**config.mk**
```make
export PLATFORM = sky130hd
export DESIGN_NAME = promedio_param_flat
export DESIGN_NICKNAME = d
export VERILOG_FILES = /design/src/rtl/promedio_param_if.sv /design/src/rtl/promedio_param.sv /design/src/flat_wrapper.sv
export SDC_FILE = /design/constraint.sdc
export NUM_CORES = 1
export LEC_CHECK = 0
export ABC_AREA = 1
export ABC_CLOCK_PERIOD_IN_PS = 5200
export CAP_MARGIN = 40
export CORE_UTILIZATION = 60
export DETAILED_ROUTE_END_ITERATION = 10
export PLACE_DENSITY_LB_ADDON = 0.3
export SETUP_SLACK_MARGIN = 0.15
export SYNTH_ARGS = -nofsm -noshare
export SYNTH_HDL_FRONTEND = slang
export SYNTH_SLANG_ARGS = --single-unit
export TNS_END_PERCENT = 10
```
**constraint.sdc**
```tcl
create_clock -name clk -period 5.2 [get_ports clk]
set_input_delay 1.04 -clock clk [delete_from_list [all_inputs] [get_ports clk]]
set_output_delay 1.04 -clock clk [all_outputs]
set_load 0.01 [all_outputs]
```
**src/rtl/promedio_param_if.sv**
```systemverilog
`default_nettype none
// promedio_param_if: sample stream in, registered average and status out.
// Rev 1.0
interface promedio_param_if #(
  parameter int IN_W  = 16,
  parameter int OUT_W = 16
);
  logic             in_valid;
  logic [IN_W-1:0]  in;
  logic [OUT_W-1:0] out;
  logic             out_valid;
  logic             busy;
  logic             ovf;

  modport master (
    output in_valid, in,
    input  out, out_valid, busy, ovf
  );

  modport slave (
    input  in_valid, in,
    output out, out_valid, busy, ovf
  );
endinterface
`default_nettype wire

```
**src/rtl/promedio_param.sv**
```systemverilog
`default_nettype none
// promedio_param: windowed average of 2^(win_sel+4) valid samples, saturating output.
// Rev 1.0
module promedio_param #(
  parameter int IN_W  = 16,
  parameter int OUT_W = 16
) (
  input  logic                 clk,
  input  logic                 reset_n,
  input  logic                 en,
  input  logic                 mode,
  input  logic                 start,
  input  logic [2:0]           win_sel,
  promedio_param_if.slave      bus
);
  localparam int ACC_W = IN_W + 11;

  localparam logic [1:0] IDLE  = 2'd0;
  localparam logic [1:0] ACCUM = 2'd1;
  localparam logic [1:0] DONE  = 2'd2;

  logic [1:0]       state;
  logic [ACC_W-1:0] acc;
  logic [11:0]      count;
  logic [3:0]       shift;
  logic [OUT_W-1:0] out_q;
  logic             out_valid_q;
  logic             ovf_q;

  logic [11:0]      last_idx;
  logic [3:0]       next_shift;
  logic [ACC_W-1:0] result;
  logic             sat;
  logic [OUT_W-1:0] sat_val;

  assign last_idx   = (12'd1 << shift) - 12'd1;
  assign next_shift = {1'b0, win_sel} + 4'd4;
  assign result     = acc >> shift;
  // Any bit above the output width means the average does not fit.
  assign sat        = |result[ACC_W-1:OUT_W];
  assign sat_val    = sat ? {OUT_W{1'b1}} : result[OUT_W-1:0];

  always_ff @(posedge clk or negedge reset_n) begin
    if (!reset_n) begin
      state       <= IDLE;
      acc         <= '0;
      count       <= '0;
      shift       <= 4'd4;
      out_q       <= '0;
      out_valid_q <= 1'b0;
      ovf_q       <= 1'b0;
    end else begin
      out_valid_q <= 1'b0;
      if (!en) begin
        state <= IDLE;
        acc   <= '0;
        count <= '0;
      end else begin
        case (state)
          IDLE: begin
            if (start) begin
              state <= ACCUM;
              acc   <= '0;
              count <= '0;
              shift <= next_shift;
            end
          end
          ACCUM: begin
            if (bus.in_valid) begin
              acc   <= acc + {{11{1'b0}}, bus.in};
              count <= count + 12'd1;
              if (count == last_idx) begin
                state <= DONE;
              end
            end
          end
          DONE: begin
            out_q       <= sat_val;
            out_valid_q <= 1'b1;
            if (sat) begin
              ovf_q <= 1'b1;
            end
            // Continuous mode restarts immediately; this cycle's sample slot is lost.
            if (mode) begin
              state <= ACCUM;
              acc   <= '0;
              count <= '0;
              shift <= next_shift;
            end else begin
              state <= IDLE;
            end
          end
          default: state <= IDLE;
        endcase
      end
    end
  end

  assign bus.out       = out_q;
  assign bus.out_valid = out_valid_q;
  assign bus.ovf       = ovf_q;
  assign bus.busy      = (state != IDLE);
endmodule
`default_nettype wire

```
**src/flat_wrapper.sv**
```systemverilog
// flat-port wrapper written by rule: the top's interface ports become plain ports
module promedio_param_flat 
#(
  parameter int IN_W  = 16,
  parameter int OUT_W = 16
)
  (clk, reset_n, en, mode, start, win_sel, bus_in_valid, bus_in, bus_out, bus_out_valid, bus_busy, bus_ovf);
  promedio_param_if #(.IN_W(IN_W), .OUT_W(OUT_W)) bus_i ();
  input  logic clk;
  input  logic reset_n;
  input  logic en;
  input  logic mode;
  input  logic start;
  input  logic [2:0] win_sel;
  input wire logic [$bits(bus_i.in_valid)-1:0] bus_in_valid;
  input wire logic [$bits(bus_i.in)-1:0] bus_in;
  output wire logic [$bits(bus_i.out)-1:0] bus_out;
  output wire logic [$bits(bus_i.out_valid)-1:0] bus_out_valid;
  output wire logic [$bits(bus_i.busy)-1:0] bus_busy;
  output wire logic [$bits(bus_i.ovf)-1:0] bus_ovf;
  assign bus_i.in_valid = bus_in_valid;
  assign bus_i.in = bus_in;
  assign bus_out = bus_i.out;
  assign bus_out_valid = bus_i.out_valid;
  assign bus_busy = bus_i.busy;
  assign bus_ovf = bus_i.ovf;
  promedio_param #(.IN_W(IN_W), .OUT_W(OUT_W)) u_core (.clk(clk), .reset_n(reset_n), .en(en), .mode(mode), .start(start), .win_sel(win_sel), .bus(bus_i));
endmodule
```
## Yosys cells after proc, flatten, opt, wreduce, memory -nomap -nowiden

Cells that the tools add are included.

- Flip-flop bits (word level): 63
- Logic and storage cells: 54

- Add/sub/neg operators: 4
- Eq/ne operators: 10
- Shift-type cells: 2
- Muxes and demuxes: 22
- Reductions and logical operators: 9

Operators by type and width:

| cell | number |
|---|---|
| $mux W27 | 4 |
| $pmux W27 S3 | 1 |
| $mux W12 | 4 |
| $pmux W12 S3 | 1 |
| $add A27 B16 Y27 | 1 |
| $shr A27 B4 Y27 | 1 |
| $mux W16 | 1 |
| $add A12 B1 Y12 const B | 1 |
| $eq A12 B12 Y1 | 1 |
| $shl A1 B4 Y12 const A | 1 |
| $sub A12 B1 Y12 const B | 1 |
| $reduce_or A11 Y1 | 1 |
| $ne A3 B3 Y1 const B | 3 |
| $mux W2 | 4 |
| $mux W4 | 2 |
| $pmux W4 S2 | 1 |
| $reduce_and A4 Y1 | 2 |
| $pmux W2 S3 | 1 |
| $reduce_and A3 Y1 | 2 |
| $add A3 B3 Y4 const B | 1 |
| $ne A2 B2 Y1 const B | 2 |
| $ne A4 B1 Y1 const B | 1 |
| $reduce_bool A2 Y1 | 2 |
| $mux W1 | 3 |
| other kinds (5) | 5 |

## Longest topological paths before layout

Gate-level depths: netlist of run 1.

- Depth in word-level cells: 7
- Mapped depth: 16

## Least setup slack after synthesis of run 1

Ideal clock, no wire load.

- Kind: input to register
- From: input bus_in[0]
- To: register u_core.acc[18]
- Setup time: 0.117 ns
- Arrival: 2.415 ns
- Setup slack: 2.668 ns
- Cell stages on the path: 12
- Path through: ha_1 fa_1 nand3_1 nand2_1 nand2_1 nand3_1 nand2_1 nand2_1 nand3_1 nand2_1 nand2_1 nor2_1

- Cells in the longest elaborated chain, start to end: 4

RTL lines:

| what | line | source |
|---|---|---|
| from (decl) | flat_wrapper.sv:16 | `input wire logic [$bits(bus_i.in)-1:0] bus_in;` |
| $add A27 B16 Y27 | promedio_param.sv:70 | `acc <= acc + {{11{1'b0}}, bus.in};` |
| $mux W27 | promedio_param.sv:69 | `if (bus.in_valid) begin` |
| $pmux W27 S3 | promedio_param.sv:59 | `case (state)` |
| $mux W27 | promedio_param.sv:54 | `if (!en) begin` |
| to (signal assigned) | promedio_param.sv:70 |  |
| to (decl) | promedio_param.sv:23 | `logic [ACC_W-1:0] acc;` |

Every way passes these cells. The select of a mux whose other input is x is not followed.
A chain may end at the register's enable or synchronous reset.

## Worst setup path in the final report of run 1

- From: register u_core.shift[3]
- To: register u_core.state[0]

- Cells in the longest elaborated chain, start to end: 5

RTL lines:

| what | line | source |
|---|---|---|
| from (decl) | promedio_param.sv:25 | `logic [3:0] shift;` |
| from (signal assigned) | promedio_param.sv:65 | `shift <= next_shift;` |
| from (signal assigned) | promedio_param.sv:88 | `shift <= next_shift;` |
| $shl A1 B4 Y12 | promedio_param.sv:36 | `assign last_idx = (12'd1 << shift) - 12'd1;` |
| $sub A12 B1 Y12 | promedio_param.sv:36 |  |
| $eq A12 B12 Y1 | promedio_param.sv:72 | `if (count == last_idx) begin` |
| $ne A3 B2 Y1 (no source line) | n/a |  |
| $reduce_and A3 Y1 (no source line) | n/a |  |
| to (signal assigned) | promedio_param.sv:45 | `state <= IDLE;` |
| to (signal assigned) | promedio_param.sv:73 | `state <= DONE;` |
| to (signal assigned) | promedio_param.sv:85 | `state <= ACCUM;` |
| to (decl) | promedio_param.sv:22 | `logic [1:0] state;` |

Every way passes these cells.

==> results of run 1 <==
kinds of logic after synthesis:
family	synth area share
buffers and inverters	0.0877
flip-flops	0.300
XOR/XNOR	0.00834
AND/OR/NAND/NOR	0.432
AO/OA/AOI/OAI	0.125
adder cells (fa/ha/maj)	0.0467
layer usage:
layer  wire length, µm  GRT usage  up-vias
li1                  -          -     2872
met1              6240      0.418     2615
met2              6780      0.571      253
met3               992     0.0494       62
met4               589      0.164        0
met5                 0          0        -
final cells by class:
type                       instances  area [µm²]
clock inverter                     3        18.8
fill                             749        2460
timing repair buffer              48         463
inverter                          85         319
tap                              105         131
multi-input combinational        688        3210
clock buffer                      12         155
sequential                        63        1580
power groups by stage:
stage | logic [µW] | registers, µW | clock network (µW)
3_5_place_dp | 468 | 545 | 0
3_3_place_gp | 460 | 545 | 0
2_1_floorplan | 379 | 525 | 0
5_1_grt | 545 | 540 | 420
6_report | 484 | 538 | 396
4_1_cts | 471 | 536 | 401
final timing paths:
path | start | end | slack, ns | depth (start not counted)
worst max register to register | u_core.shift[3]$_DFFE_PN0P_ | u_core.state[0]$_DFFE_PN0P_ | 2.03 | 13
max in group asynchronous | reset_n | u_core.acc[4]$_DFFE_PN0P_ | 3.78 | 2
worst max-delay path | u_core.shift[3]$_DFFE_PN0P_ | u_core.state[0]$_DFFE_PN0P_ | 2.03 | 13
worst min register to register | u_core.bus.ovf$_DFFE_PN0P_ | u_core.bus.ovf$_DFFE_PN0P_ | 0.47 | 2
worst min-delay path | u_core.bus.ovf$_DFFE_PN0P_ | u_core.bus.ovf$_DFFE_PN0P_ | 0.47 | 2
min in group asynchronous | reset_n | u_core.acc[6]$_DFFE_PN0P_ | 0.86 | 2
registers in the layout, indices dropped and copies added (netlist names):
name,cells
u_core.state,2
u_core.shift,4
u_core.count,12
u_core.bus.out,16
u_core.acc,27
u_core.bus.out_valid,1
u_core.bus.ovf,1
layout by cell type, fill, tap and decap left out, drive strengths merged, types with 3 or more instances in the layout:
master / instances
clkdlybuf4s50: 42
nor3: 13
xnor2: 3
buf: 6
clkinv: 6
inv: 82
o22ai: 4
nand3: 119
nor2: 88
o21bai: 4
or2: 18
nand4: 5
o21ai: 55
nand2: 294
o211ai: 7
ha: 18
clkbuf: 12
a21oi: 50
dfrtp: 62
through the flow:
step / cells / setup WS, ns / hold slack, ns
4_1_cts: 1004 / 2.17 / 0.482
6_report: 1004 / 2.03 / 0.473
3_3_place_gp: 989 / 2.04 / 0.446
5_1_grt: 1004 / 1.92 / 0.533
3_5_place_dp: 989 / 1.97 / 0.460
2_1_floorplan: 864 / 2.67 / 0.496
worst min-delay path, delay by kind of cell (launching register included):
family / cells / cell delay [ns]
simple gates: 1 / 0.05
flops: 1 / 0.35
buf+inv: 1 / 0.04
==> results by group, run 1 <==
Clocking
  • Hold buffers post-CTS: 0
  • Number of post-CTS setup repair buffers: 0
  • Clock sink count: 63
  • Resize count post-CTS: 0
  • H-tree depth: 3
  • CTS Buf Count: 9
  • Clock-pin slew on the worst setup and hold paths: 0.08 ns
  • TritonCTS clock tree: built
  • CTS max path bufs: 2
  • Clk Latency, worst-skew pair: between 0.3 and 0.4 ns
  • Root buf cell: clkbuf_8

Drt
  • First-pass detailed-route iteration total: 5
  • Routed WL: between 10 and 15 mm
  • DRT iter0 DRCs: ~450
  • Routed vias: 5,802
  • Post-route ant nets: 0
  • Residual DRC count: 0
  • Routed wire per std cell: roughly 15 µm
  • Via density: approximately 5.8

Timing
  • Worst slew margin: 0.381
  • RSZ-0062 raised after global routing: no
  • Worst-case clock skew: just over 0.01 ns
  • Setup TNS Final: 0 ns
  • Least-Margin Pin Slew: slightly above 0.9 ns
  • Max Fclk: 315 MHz
  • Slew Limit Fails: 0
  • Final period utilization: 0.610
  • Final Hold Vio Count: 0
  • Final setup fails: 0
  • Final worst path period need: 3.17 ns

Pwr
  • P_sw: about 560 µW
  • Power Internal: 853 µW
  • Power share of the combinational group: 0.341
  • Seq pwr share: 0.380
  • Worst vdd ir: between 0.15 and 0.2 mV
  • Leak: about 0.0030 µW
  • Clock network power share: 0.279
  • Sw Ratio: 0.398
  • PwrDens: 241 mW/mm²
  • Power, Total: ~1400 µW

Placement
  • DP Area: between 0.005 and 0.006 mm²
  • Port Buffers: 43
  • Post-DP HPWL: roughly 11 mm
  • Global placement routability congestion: a little under 1

Layout
  • P&R area growth vs syn: 11.9%
  • Net count, final: ~940
  • Share of cells above drive strength 1: 0.0467
  • # diodes: 0
  • Design area: about 0.006 mm²
  • Post-layout util: 0.705

Logic synthesis
  • Top cells by count, synth: nand2_1 (293), nand3_1 (119), nor2_1 (88)
  • Mapped Area: ~0.0053 mm²
  • Register area share after synthesis: 0.300
  • Synth warn: 0
  • Dominant cell type by area after synthesis: dfrtp_1
  • Cells after synthesis: 864
  • Syn_area_per_cell: a little over 6 µm²
  • Synth async-reset ratio: 1.00
  • Most frequent cell after synthesis: nand2_1
  • Top post-synthesis cells by area: dfrtp_1 (30%), nand2_1 (21%), nand3_1 (11%)
  • EDFF count, synth: 0
  • Dominant synthesized flop cell: dfrtp_1
  • Area share of the largest cell type after synthesis: 0.295
  • Post-Syn Nets: between 900 and 1,000
  • #FFs+latches synth: 63
  • Count of different cell masters after synthesis: 32

Global route
  • Initial antenna violation count: 0
  • Total congestion overflow: 0
  • Largest net degree at the start of global routing: 64
  • Vias in the first global route: around 5,300
  • GRT Total Usage: 0.337
  • First-pass GRT wire length: 23.9 mm

Hold path
  • Worst Hold Class: reg2reg

Worst setup path
  • CP Capture Type: flop
  • Worst Path Buf+Inv: 0
  • Cell Chain, Critical Path: nor2_1 -> nand2_1 -> ha_1 -> nand2_1 -> o21ai_0 -> nor2_1 -> nand2_1 -> nor2_1 -> nand3_1 -> nor2_1 -> nand3_1 -> nand3_1 -> nand2_1
  • Startpoint types: flop
  • Kind of cell adding the most delay to the critical path: simple AND/OR/NAND/NOR gates
  • Maximum fanout along the worst path: 22
  • Critical path class: reg2reg
  • Slowest cell on crit path: nor2_1
  • Worst path max stage delay: between 0.8 and 0.9 ns
  • CP required: 5.43 ns
  • Critical Path AT: about 3.4 ns

Floorplanning
  • Die height: 95.6 µm
  • Die area: 0.00913 mm²
  • Core Box Area: about 0.0083 mm²
  • Initial core utilization: 0.630
  • IO Pins: 44
  • Die X: approximately 96 µm
  • Site Rows: 33

Run status
  • Status: complete, no violations

Flow run
  • Max-cap violation count: 0
No activity file was read; power rests on OpenSTA's default activity.
==> run 2, diff against run 1 <==
--- a/config.mk
+++ b/config.mk
@@ -6,9 +6,9 @@
 export NUM_CORES = 1
 export LEC_CHECK = 0
 export ABC_AREA = 1
-export ABC_CLOCK_PERIOD_IN_PS = 5200
+export ABC_CLOCK_PERIOD_IN_PS = 3170
 export CAP_MARGIN = 40
-export CORE_UTILIZATION = 60
+export CORE_UTILIZATION = 59
 export DETAILED_ROUTE_END_ITERATION = 10
 export PLACE_DENSITY_LB_ADDON = 0.3
 export SETUP_SLACK_MARGIN = 0.15
==> constraint.sdc (replaced) <==
create_clock -name clk -period 3.17 [get_ports clk]
set_input_delay 0.634 -clock clk [delete_from_list [all_inputs] [get_ports clk]]
set_output_delay 0.634 -clock clk [all_outputs]
set_load 0.01 [all_outputs]
==> run 2 against run 1 <==
Against the previous run: critical path depth up 1; global-route usage grew 0.33 points; routed wire length is 1.4% higher; first-iteration DRC count rose by 9.0%; count of clock-buffer cells in the layout is 1 lower; non-clock buffer count grew 9; setup slack worse by 1.4 ns; critical endpoint unchanged; largest cell class unchanged; highest routed layer unchanged.
==> results by group, run 2 (synthesis results as in run 1) <==
Run status
  • Status: complete, no violations

Clocking
  • Resize count post-CTS: 0 (unchanged)
  • Clk Latency, worst-skew pair: 0.36 ns (about the same)
  • Hold buffers post-CTS: 0 (unchanged)
  • CTS Buf Count: 9 (unchanged)
  • Clock-pin slew on the worst setup and hold paths: 0.08 ns (about the same)
  • Number of post-CTS setup repair buffers: 0 (unchanged)
  • H-tree depth: 3 (unchanged)
  • TritonCTS clock tree: built
  • Clock sink count: 63 (unchanged)
  • CTS max path bufs: 2 (unchanged)
  • Root buf cell: clkbuf_8

Hold path
  • Worst Hold Class: in2async

Timing
  • Least-Margin Pin Slew: 0.782 ns (-0.143 ns)
  • Final worst path period need: 2.54 ns (-0.636 ns)
  • Setup TNS Final: 0 ns (unchanged)
  • Worst slew margin: 0.479 (+0.0976)
  • Setup ws final: 0.634 ns (-1.39 ns)
  • Worst Hold Slack: 0.343 ns (-0.130 ns)
  • Final setup fails: 0 (unchanged)
  • Max Fclk: 394 MHz (+25%)
  • RSZ-0062 raised after global routing: no
  • Final Hold Vio Count: 0 (unchanged)
  • Final period utilization: 0.800 (+0.190)
  • Worst-case clock skew: 0.0165 ns (+0.00615 ns)
  • Slew Limit Fails: 0 (unchanged)

Drt
  • Routed vias: 5,771 (-0.53%)
  • DRT iter0 DRCs: 495 (+9.0%)
  • First-pass detailed-route iteration total: 5 (unchanged)
  • Post-route ant nets: 0 (unchanged)
  • Via density: 5.67 (-1.8%)
  • Residual DRC count: 0 (unchanged)
  • Routed wire per std cell: 14.6 µm (about the same)
  • Routed WL: 14.8 mm (+1.4%)

Worst setup path
  • CP Capture Type: flop
  • CP required: 3.43 ns (-2.00 ns)
  • Worst path max stage delay: 0.46 ns (-0.37 ns)
  • Slowest cell on crit path: clkinv_1
  • Most used cell, CP: nand2_1
  • Worst r2r src: u_core.shift[3]$_DFFE_PN0P_
  • End of the worst register-to-register path: u_core.state[0]$_DFFE_PN0P_
  • Maximum fanout along the worst path: 22 (unchanged)
  • Cell Chain, Critical Path: buf_4 -> clkinv_1 -> nand2_1 -> inv_1 -> nand2_1 -> nand2_1 -> nand2_1 -> nand2_1 -> nand2_1 -> nand2_1 -> nor2_1 -> nand3_1 -> nand3_1 -> nand2_1
  • Critical Path AT: 2.79 ns (-0.62 ns)
  • Worst Reg2Reg Path Length in Cells: 14 (+1)
  • Crit path launch: u_core.shift[3]$_DFFE_PN0P_
  • Startpoint types: flop
  • Flop2flop setup slack: 0.63 ns (-1.39 ns)
  • Critical path class: reg2reg

Floorplanning
  • Core Box Area: 0.00868 mm² (+4.1%)
  • Die height: 96.3 µm (+0.83%)
  • Initial core utilization: 0.605 (-0.0245)
  • Die X: 96.3 µm (+0.83%)
  • Site Rows: 34 (+3.0%)
  • Die area: 0.00928 mm² (+1.7%)
  • IO Pins: 44 (unchanged)

Layout
  • # diodes: 0 (unchanged)
  • Non-Filler Instances: 1,017 (+1.3%)
  • Commonest cells after routing, fill and taps aside: nand2_1 (293), nand3_1 (119), nor2_1 (88)
  • Net count, final: 948 (+0.96%)
  • Most flops, register: u_core.acc
  • P&R area growth vs syn: 14.0%
  • Max reg flops: 27 (unchanged)
  • Share of cells above drive strength 1: 0.0572 (+0.0105)
  • Filler instances: 784 (+4.7%)
  • Most common cell after layout, fill and taps aside: nand2_1

Flow run
  • Max-cap violation count: 0 (unchanged)

Placement
  • Dpl ws: 0.346 ns (-1.62 ns)
  • Post-DP HPWL: 11.4 mm (+3.6%)
  • Global placement routability congestion: 1.01 (+1.3%)
  • Dpl cells: 1,001 (+1.2%)
  • Port Buffers: 43 (unchanged)

Pwr
  • Leak: 0.00304 µW (+1.8%)
  • Worst vdd ir: 0.235 mV (+50%)
  • PwrDens: 408 mW/mm² (+69%)

Global route
  • Total congestion overflow: 0 (unchanged)
  • GRT Total Usage: 0.341 (+0.00329)
  • First-pass GRT wire length: 24.1 mm (+0.69%)
  • Initial antenna violation count: 0 (unchanged)
  • Vias in the first global route: 5,230 (-1.6%)
  • Largest net degree at the start of global routing: 39 (-39%)
## run 2: metal layers
layer | vias up | share of wire | track usage
li1 | 2891 | - | -
met1 | 2614 | 0.44 | 0.435
met2 | 228 | 0.47 | 0.583
met3 | 38 | 0.064 | 0.0513
met4 | 0 | 0.025 | 0.120
met5 | - | 0 | 0
## run 2: critical path, delay by kind of cell, from the launching register on
family / cells / cell delay [ns]
buffers and inverters: 3 / 0.94
AND/OR/NAND/NOR: 11 / 1.16
flip-flops: 1 / 0.33
## run 2: final cells by class
cell class,instances,area (µm²),share of cell area
clock inverters,5,56.3,0.00941
inverters,85,319,0.0533
flip-flops and latches,63,1580,0.264
clock buffers,11,141,0.0236
repair buffers,57,543,0.0907
multi-input cells,688,3210,0.537
well taps,108,135,0.0226
## run 2: worst max-delay path by stage
stage | end
after global placement | u_core.acc[26]$_DFFE_PN0P_
after detailed placement | u_core.acc[18]$_DFFE_PN0P_
after global routing | u_core.state[1]$_DFFE_PN0P_
final | u_core.state[0]$_DFFE_PN0P_
after floorplan | u_core.acc[18]$_DFFE_PN0P_
after CTS | u_core.state[0]$_DFFE_PN0P_
## run 2: stage by stage
step,util,cell area (µm²),power [µW]
3_5_place_dp,0.667,5790,1700
5_1_grt,0.690,5990,2600
4_1_cts,0.690,5990,2430
3_3_place_gp,0.667,5790,1680
6_report,0.690,5990,2440
2_1_floorplan,-,5250,1480
## run 2: power breakdown
group / total [µW] / internal (µW) / switching [µW]
Sequential: 877 / 829 / 48.0
Combinational: 826 / 273 / 552
Clock: 739 / 385 / 354
Total: 2440 / 1490 / 954
==> run 3, diff against run 2 <==
--- a/config.mk
+++ b/config.mk
@@ -6,9 +6,9 @@
 export NUM_CORES = 1
 export LEC_CHECK = 0
 export ABC_AREA = 1
-export ABC_CLOCK_PERIOD_IN_PS = 3170
+export ABC_CLOCK_PERIOD_IN_PS = 2300
 export CAP_MARGIN = 40
-export CORE_UTILIZATION = 59
+export CORE_UTILIZATION = 54
 export DETAILED_ROUTE_END_ITERATION = 10
 export PLACE_DENSITY_LB_ADDON = 0.3
 export SETUP_SLACK_MARGIN = 0.15
==> constraint.sdc (replaced) <==
create_clock -name clk -period 2.3 [get_ports clk]
set_input_delay 0.46 -clock clk [delete_from_list [all_inputs] [get_ports clk]]
set_output_delay 0.46 -clock clk [all_outputs]
set_load 0.01 [all_outputs]
==> run 3 against run 2 <==
Against the previous run: cell area rose by 7.9%; register-to-register slack worse by 0.42 ns; clock skew about the same; via count increased by 3.6%; global-route usage fell by 1.6 points; worst hold slack improved by 0.12 ns; die area up 9.1%; routed wire length increased by 6.0%; clock power grew 34%; setup slack lost 0.44 ns; count of clock-buffer cells in the layout down 2; sequential cell count did not move; largest power group is now combinational cells.
==> results by group, run 3 (synthesis results as in run 1) <==
Layout
  • Share of cells above drive strength 1: 0.122 (+0.0649)
  • Most common cell after layout, fill and taps aside: nand2_1
  • Most flops, register: u_core.acc
  • Register area: 0.00158 mm² (+0.16%)
  • # diodes: 0 (unchanged)
  • Filler instances: 860 (+9.7%)
  • Multi-input gate area: 0.00327 mm² (+1.8%)
  • Net count, final: 997 (+5.2%)
  • Max reg flops: 27 (unchanged)
  • P&R area growth vs syn: 22.9%
  • Commonest cells after routing, fill and taps aside: nand2_1 (290), nand3_1 (117), nor2_1 (86)

Floorplanning
  • Die X: 101 µm (+4.4%)
  • Die height: 101 µm (+4.4%)
  • Core Box Area: 0.00933 mm² (+7.5%)
  • Initial core utilization: 0.563 (-0.0421)
  • IO Pins: 44 (unchanged)
  • Die area: 0.0101 mm² (+9.1%)
  • Site Rows: 35 (+2.9%)

Clocking
  • CTS max path bufs: 2 (unchanged)
  • Clock-pin slew on the worst setup and hold paths: 0.08 ns (about the same)
  • Clk Latency, worst-skew pair: 0.35 ns (about the same)
  • TritonCTS clock tree: built
  • H-tree depth: 3 (unchanged)
  • Root buf cell: clkbuf_8
  • Clock sink count: 63 (unchanged)
  • CTS Buf Count: 9 (unchanged)

Worst setup path
  • Worst Reg2Reg Path Length in Cells: 12 (-2)
  • Worst Path Buf+Inv: 2 (-1)
  • Kind of cell adding the most delay to the critical path: simple AND/OR/NAND/NOR gates
  • Worst path max stage delay: 0.48 ns (+0.02 ns)
  • Slowest cell on crit path: clkdlybuf4s50_1
  • CP Capture Type: flop
  • Critical Path AT: 2.39 ns (-0.40 ns)
  • Most used cell, CP: nand2_1
  • CP Depth: 12 (-2)
  • Worst Setup EP: u_core.count[8]$_DFFE_PN0P_
  • Cell Chain, Critical Path: clkdlybuf4s50_1 -> nand2_1 -> nor2_1 -> inv_1 -> nand2_1 -> nor2_1 -> nand3_1 -> nor2_1 -> nand2_1 -> nand2_1 -> nand2_1 -> a21oi_1
  • Maximum fanout along the worst path: 5 (-77%)
  • Critical path class: in2reg
  • End of the worst register-to-register path: u_core.state[0]$_DFFE_PN0P_
  • Flop2flop setup slack: 0.21 ns (-0.42 ns)
  • Worst r2r src: u_core.shift[2]$_DFFE_PN1P_
  • CP required: 2.58 ns (-0.85 ns)
  • Crit path launch: en
  • Startpoint types: input port

Drt
  • Routed WL: 15.7 mm (+6.0%)
  • Post-route ant nets: 0 (unchanged)
  • Via density: 5.50 (-3.1%)
  • Routed vias: 5,980 (+3.6%)
  • Residual DRC count: 0 (unchanged)
  • First-pass detailed-route iteration total: 6 (+1)
  • DRT iter0 DRCs: 439 (-11%)
  • Routed wire per std cell: 14.4 µm (-0.79%)

Pwr
  • PwrDens: 540 mW/mm² (+32%)
  • Power, Total: 3490 µW (+43%)
  • Worst vdd ir: 0.368 mV (+57%)
  • Leak: 0.00330 µW (+8.6%)

Hold path
  • Worst Hold Class: reg2reg

Global route
  • GRT Total Usage: 0.325 (-0.0158)
  • First-pass GRT wire length: 25.7 mm (+6.8%)
  • Total congestion overflow: 0 (unchanged)
  • Initial antenna violation count: 0 (unchanged)
  • Vias in the first global route: 5,640 (+7.8%)
  • Largest net degree at the start of global routing: 31 (-21%)

Timing
  • Final period utilization: 0.917
  • Max Fclk: between 400 and 500 MHz
  • Final worst path period need: 2.11 ns
  • Least-Margin Pin Slew: 0.518 ns (-0.264 ns)
  • Worst slew margin: 0.654 (+0.175)
  • Slew Limit Fails: 0 (unchanged)
  • Final setup fails: 0 (unchanged)
  • RSZ-0062 raised after global routing: yes
  • Worst-case clock skew: 0.0163 ns (-0.000198 ns)
  • Setup ws final: 0.190 ns (-0.443 ns)
  • Final Hold Vio Count: 0 (unchanged)

Run status
  • Status: complete, no violations

Placement
  • Port Buffers: 43 (unchanged)
  • Global placement routability congestion: 0.929 (-7.6%)
  • Dpl ws: -0.206 ns (-0.552 ns)
  • Post-DP HPWL: 12.2 mm (+6.8%)

Flow run
  • Max-cap violation count: 0 (unchanged)
run 3: cell types whose count changed in the layout (fill, tap and decap cells not counted), moves of 3 or more:
| cell | before | now |
|---|---|---|
| o21ai_0 | 55 | 50 |
| buf_6 | 0 | 3 |
| nand2_2 | 1 | 4 |
| a21oi_1 | 50 | 47 |
| o21ai_1 | 0 | 5 |
| nand2_1 | 293 | 290 |
| a21oi_2 | 0 | 3 |
| buf_4 | 13 | 56 |
run 3: final cells by class:
class                   count  share of cell area
clock buffers               9              0.0192
clock inverters             7              0.0110
inverters                  85              0.0504
multi-input cells         689               0.506
flip-flops and latches     63               0.245
well taps                 129              0.0250
repair buffers            105               0.143
run 3: stage by stage:
step | hold WS, ns | cells | util | area (µm²) | TNS [ns]
floorplan | 0.164 | 864 | - | 5250 | 0
global placement | 0.334 | 1066 | 0.659 | 6140 | -1.58
detailed placement | 0.331 | 1066 | 0.659 | 6140 | -2.67
CTS | 0.471 | 1083 | 0.681 | 6360 | 0
global route | 0.487 | 1087 | 0.692 | 6460 | 0
finish | 0.465 | 1087 | 0.692 | 6460 | 0
run 3: power by group:
group / internal [µW] / switching [µW]
sequential: 1140 / 51.0
combinational: 476 / 831
clock: 502 / 486
run 3: worst min path at each step:
stage	from	to	slack, ns	cells after the start
after floorplan	reset_n	u_core.acc[0]$_DFFE_PN0P_	0.16	0
after global placement	reset_n	u_core.acc[7]$_DFFE_PN0P_	0.33	1
after detailed placement	reset_n	u_core.acc[7]$_DFFE_PN0P_	0.33	1
after CTS	u_core.bus.ovf$_DFFE_PN0P_	u_core.bus.ovf$_DFFE_PN0P_	0.47	2
after global routing	u_core.bus.ovf$_DFFE_PN0P_	u_core.bus.ovf$_DFFE_PN0P_	0.49	2
final	u_core.bus.ovf$_DFFE_PN0P_	u_core.bus.ovf$_DFFE_PN0P_	0.46	2
run 3: worst min-delay path, delay by kind of cell (launching register included):
kind,cells,cell delay [ns]
flops,1,0.35
buf+inv,1,0.04
simple gates,1,0.05
run 3: metal layers:
metal	vias up	track usage	wire length [µm]
met5	-	0	0
li1	2992	-	-
met2	225	0.573	7640
met3	38	0.0555	934
met4	0	0.117	396
met1	2725	0.399	6730
run 3: repair_timing:
item,4_1_cts,5_1_grt
endpoints found under the setup margin,3,37
hold buffers,1,0
endpoints found under the hold margin,6,0
gates cloned,0,1
pin swaps,0,1
buffers inserted,0,3
gates resized for setup,2,27
